### src/rtl/decode_in_feeder.sv
// rtl/decode_in_feeder.sv - issue buffer feeding {instr,npc,sr} entries to decode
//
// Purpose: DEPTH-entry FIFO between fetch and decode. Each entry is presented
//          to decode with a one-cycle en_decode qualifier.
// Ports:
//   clock        in   sole clock, rising edge
//   reset        in   synchronous, active-high
//   push_valid   in   upstream offers an entry
//   push_ready   out  entry accepted this cycle when push_valid is high
//   push_instr   in   [15:0] instruction word
//   push_npc     in   [15:0] next-PC paired with the instruction
//   push_sr      in   [2:0]  NZP status paired with the instruction
//   stall        in   decode cannot take an issue this cycle
//   flush        in   discard all buffered entries
//   instr_dout   out  [15:0] instruction presented to decode
//   npc_in       out  [15:0] next-PC presented to decode
//   Sr           out  [2:0]  status presented to decode
//   en_decode    out  one-cycle qualifier for a new issue
//   issued_count out  [15:0] issues since reset, wraps
module decode_in_feeder #(
  parameter int DEPTH = 4
) (
  input  logic        clock,
  input  logic        reset,
  input  logic        push_valid,
  output logic        push_ready,
  input  logic [15:0] push_instr,
  input  logic [15:0] push_npc,
  input  logic [2:0]  push_sr,
  input  logic        stall,
  input  logic        flush,
  output logic [15:0] instr_dout,
  output logic [15:0] npc_in,
  output logic [2:0]  Sr,
  output logic        en_decode,
  output logic [15:0] issued_count
);

  localparam int AW = (DEPTH > 1) ? $clog2(DEPTH) : 1;
  localparam int CW = $clog2(DEPTH) + 1;
  localparam logic [CW-1:0] FULL = CW'(DEPTH);

  typedef enum logic [1:0] {
    ST_EMPTY   = 2'd0,
    ST_READY   = 2'd1,
    ST_STALLED = 2'd2
  } state_t;

  logic [34:0]   mem [DEPTH];
  logic [AW-1:0] wr_ptr;
  logic [AW-1:0] rd_ptr;
  logic [CW-1:0] count;
  state_t        state;
  logic          push;
  logic          pop;

  // State is a pure decode of occupancy and the current stall request.
  always_comb begin
    state = ST_EMPTY;
    if (count != '0) begin
      state = stall ? ST_STALLED : ST_READY;
    end
  end

  // Handshakes. push_ready looks only at count, so a full FIFO refuses a push
  // even when a pop drains an entry in the same cycle.
  always_comb begin
    push_ready = (count < FULL) && !reset && !flush;
    push       = push_valid && push_ready;
    pop        = (state == ST_READY) && !flush;
  end

  // Entry storage; push is already gated by reset and flush.
  always_ff @(posedge clock) begin
    if (push) begin
      mem[wr_ptr] <= {push_instr, push_npc, push_sr};
    end
  end

  // Pointers, occupancy and the issue register. Pointers wrap on their own
  // because DEPTH is a power of two.
  always_ff @(posedge clock) begin
    if (reset) begin
      wr_ptr       <= '0;
      rd_ptr       <= '0;
      count        <= '0;
      instr_dout   <= '0;
      npc_in       <= '0;
      Sr           <= '0;
      en_decode    <= 1'b0;
      issued_count <= '0;
    end else if (flush) begin
      wr_ptr    <= '0;
      rd_ptr    <= '0;
      count     <= '0;
      en_decode <= 1'b0;
    end else begin
      if (push) begin
        wr_ptr <= wr_ptr + AW'(1);
      end
      if (pop) begin
        {instr_dout, npc_in, Sr} <= mem[rd_ptr];
        rd_ptr       <= rd_ptr + AW'(1);
        issued_count <= issued_count + 16'd1;
      end
      en_decode <= pop;
      case ({push, pop})
        2'b10:   count <= count + CW'(1);
        2'b01:   count <= count - CW'(1);
        default: count <= count;
      endcase
    end
  end

endmodule

### config.mk
export PLATFORM = sky130hd
export DESIGN_NAME = decode_in_feeder
export DESIGN_NICKNAME = d
export VERILOG_FILES = /design/src/rtl/decode_in_feeder.sv
export SDC_FILE = /design/constraint.sdc
export NUM_CORES = 1
export LEC_CHECK = 0
export BUFFER_PORTS_ARGS = -buffer_cell sky130_fd_sc_hd__buf_2
export CAP_MARGIN = 20
export CORE_MARGIN = 2
export CORE_UTILIZATION = 30
export CTS_CLUSTER_DIAMETER = 100
export DETAILED_ROUTE_END_ITERATION = 8
export GPL_TIMING_DRIVEN = 0
export PLACE_DENSITY = 0.47
export SYNTH_ARGS = -nofsm -noshare
export SYNTH_HDL_FRONTEND = slang
export SYNTH_SLANG_ARGS = --single-unit
### constraint.sdc
create_clock -name clock -period 2.8 [get_ports clock]
set_input_delay 0 -clock clock [delete_from_list [all_inputs] [get_ports clock]]
set_output_delay 0 -clock clock [all_outputs]
set_load 0.02 [all_outputs]
==> summary.txt <==
Run status
  • Outcome: finished clean

Pwr
  • Leakage power: 3.199 nW
  • Worst-case vdd ir drop: 0.3532 mV
  • Pwr Total: 5.871 mW
  • Pwr dens: 628.1 nW/um^2

Clock tree
  • Resized cells post-CTS: 0
  • TritonCTS clock tree: built
  • TritonCTS Buffers: 17
  • Clk Latency, worst-skew pair: 0.42 ns
  • H-tree Lvls: 4
  • Post-CTS Repair Setup Buffers: 0
  • Clk sinks: 199
  • CTS root buf: clkbuf_16
  • Clock Tree Buf Depth: 2
  • Worst-path clk slew: 0.07 ns

Place
  • Placer congestion estimate: 0.7740
  • Pre-CTS WS: 0.002472 ns
  • DP Wirelength: 10550 um
  • Port bufs: 91

Logic synthesis
  • Flops & latches, synth: 199
  • Yosys warning count: 0
  • Cells after synthesis: 473
  • Ys async rst share: 0
  • Post-synth top area cell: edfxtp_1
  • Post-synth EDFFs: 140
  • Primary FF master, synth: edfxtp_1
  • Syn nets: 520
  • Yosys top cell area share: 0.5665
  • Sequential element share of the synthesized area: 0.7257
  • Mapped Area: 7421 um^2
  • Synth top area cells: edfxtp_1 (57%), dfxtp_1 (16%), mux4_2 (11%)
  • Syn_area_per_cell: 15.69 um^2
  • Synth unique cells: 35

STA
  • Peak Freq: ~390 MHz
  • Slew Limit Fails: 0
  • Hold Worst Slack: 0.02537 ns
  • Clock skew: between 0.009 and 0.01 ns
  • Finish-stage setup viols: 0
  • Final hold violations: 0
  • Worst Tran Pin Value: 0.6736 ns
  • Setup ws final: 0.2566 ns
  • Max transition margin: 0.5509
  • Fin crit period: 2.543 ns
  • Tcrit/Tclk final: 0.9083
  • RSZ-0062 raised after global routing: no

Worst setup path
  • Worst-path cell chain: or3_1, buf_2, nand2_1, inv_1, ha_1, inv_1, fa_1, xor2_1, or3_1, a21oi_1
  • Crit-path slowest cell: dfxtp_1
  • CP top delay family: adder cells
  • Crit end category: register
  • Flop-to-flop setup slack: 0.26 ns
  • Crit Reg-Reg Startpoint: count[2]
  • FF-to-FF path depth: 10
  • WS Path Type: register to register
  • Worst r2r dst: count[2]
  • CP max stage delay: 0.43 ns
  • Worst Path Arrival: 2.90 ns
  • WP data required: 3.16 ns
  • Crit path max fanout: 12
  • Worst path bufs/invs: 3
  • Kind of start point of the critical path: register

Layout
  • Ratio of cells with drive above 1 in the final layout: 0.2909
  • Core Util, Final: 0.3843
  • Area occupied by multi-input gates: 1889 um^2
  • Area grow syn2layout: 25.95%
  • Leading cell type in the layout, fill and taps excluded: edfxtp_1
  • Antenna diodes: 0
  • FF+latch area: about 5400 um^2
  • Filler cells: between 2000 and 2500
  • Commonest cells after routing, fill and taps aside: edfxtp_1 (140), buf_2 (103), nand2_1 (76)
  • Nets: 670

Flow run
  • Max-cap violations: 0

Drt
  • Drt drc: 0
  • Routed len/inst: around 17 um
  • ANT nets after route: 0
  • Via Count: about 4300
  • Total Wirelength: 15840 um
  • Iter 0 DRT Violations: 277
  • Drt pass-1 iters: 6
  • Vias per cell: between 4 and 5

GRT
  • Gr usage total: 0.1273
  • Initial antenna violation count: 0
  • First-pass GRT wire length: 24760 um
  • Via count of the first global-routing pass: 4439
  • Pin count of the biggest net entering global routing: 22
  • Grt ovf: 0

Worst hold path
  • Worst Hold End: issued_count[2]
  • Hold Crit Class: input pin to register
  • Hold depth: 5
  • Hold path startpoint: flush

Floorplanning
  • Initial cell density of the core: 0.3051
  • Chip Width: 161.3 um
  • Die H: roughly 160 um
  • Row cnt: 57
  • Top-Level Pins: 93
  • Total core area: 24320 um^2
  • Die area: 26010 um^2
-- cell type report --
cell class / instances / area share
Timing Repair Buffer: 132 / 0.09692
Multi-Input combinational cell: 241 / 0.2021
Tap cell: 324 / 0.04337
Clock buffer: 17 / 0.04552
Clock inverter: 15 / 0.02008
Buffer: 23 / 0.01218
Sequential cell: 199 / 0.5762
Inverter: 9 / 0.003614
-- report_power, final --
part,switching [mW],total (mW),internal [mW]
Clock,1.09,2.52,1.43
Sequential,0.00641,3.17,3.17
Combinational,0.0920,0.179,0.0868
-- worst register-to-register path: cells and delay by family (launching register included) --
kind	cells	cell delay, ns
DFF	1	0.43
xor gates and xnor gates	1	0.16
AOI/OAI and AO/OA	1	0.14
adders and majority gates	2	0.65
buffers and inverters	3	0.56
and+or+nand+nor	3	0.54
-- synth_stat cells (all sizes together) (2+ instances only) --
master  number
dfxtp       59
nand2       76
nor3         3
a21oi       44
inv          9
nor2        19
and2         5
buf         14
and4         2
clkbuf       9
o21ai        7
edfxtp     140
mux4        35
nand4        4
xor2         6
ha           6
nand3        7
or3          7
nor4         2
or2          2
xnor2        7
-- cells by family (layout without fill, tap and decap cells) --
family                   count (synthesis)  count (layout)  synth area share
flip-flops                             199             199            0.7257
multiplexers                            37              37            0.1091
AND/OR/NAND/NOR                        133             133           0.08228
XOR/XNOR                                13              13           0.01534
buffers and inverters                   33             196           0.02040
AO/OA/AOI/OAI                           51              51           0.03439
adder cells (fa/ha/maj)                  7               7           0.01281
-- sequential cells by signal (all words and copies together), names as in the netlist --
register	flops
issued_count	16
npc_in	16
count	3
en_decode	1
rd_ptr	2
Sr	3
mem	140
instr_dout	16
wr_ptr	2
-- layer usage --
metal / vias to the layer above / global-route usage / wire [um]
li1: 2056 / - / -
met1: 2165 / 0.1537 / 6771
met2: 86 / 0.2236 / 8233
met3: 9 / 0.03621 / 683
met4: 0 / 0.03450 / 157
met5: - / 0 / 0
-- how the worst max path moves through the flow --
stage             start          to  slack, ns  depth (start not counted)
2_1_floorplan  count[2]    count[2]       0.51                         11
3_3_place_gp      flush  mem[2][27]      -0.37                          5
4_1_cts        count[2]    count[2]       0.20                         10
6_report       count[2]    count[2]       0.26                         10
5_1_grt        count[2]    count[2]       0.05                         10
3_5_place_dp   count[2]    count[2]      0.002                         11
-- through the flow --
step,instance area [um^2],cells,setup TNS [ns]
floorplan,7421,473,0
global placement,8282,888,-50.01
detailed placement,8367,892,0
CTS,9346,960,0
global route,9346,960,0
finish,9346,960,0
-- timing repair --
| item | 4_1_cts | 5_1_grt |
|---|---|---|
| endpoints found under the hold margin | 143 | 0 |
| hold buffers | 37 | 0 |
| setup endpoints to repair | 1 | 0 |
Note: power is estimated with default switching activity, not from simulation.
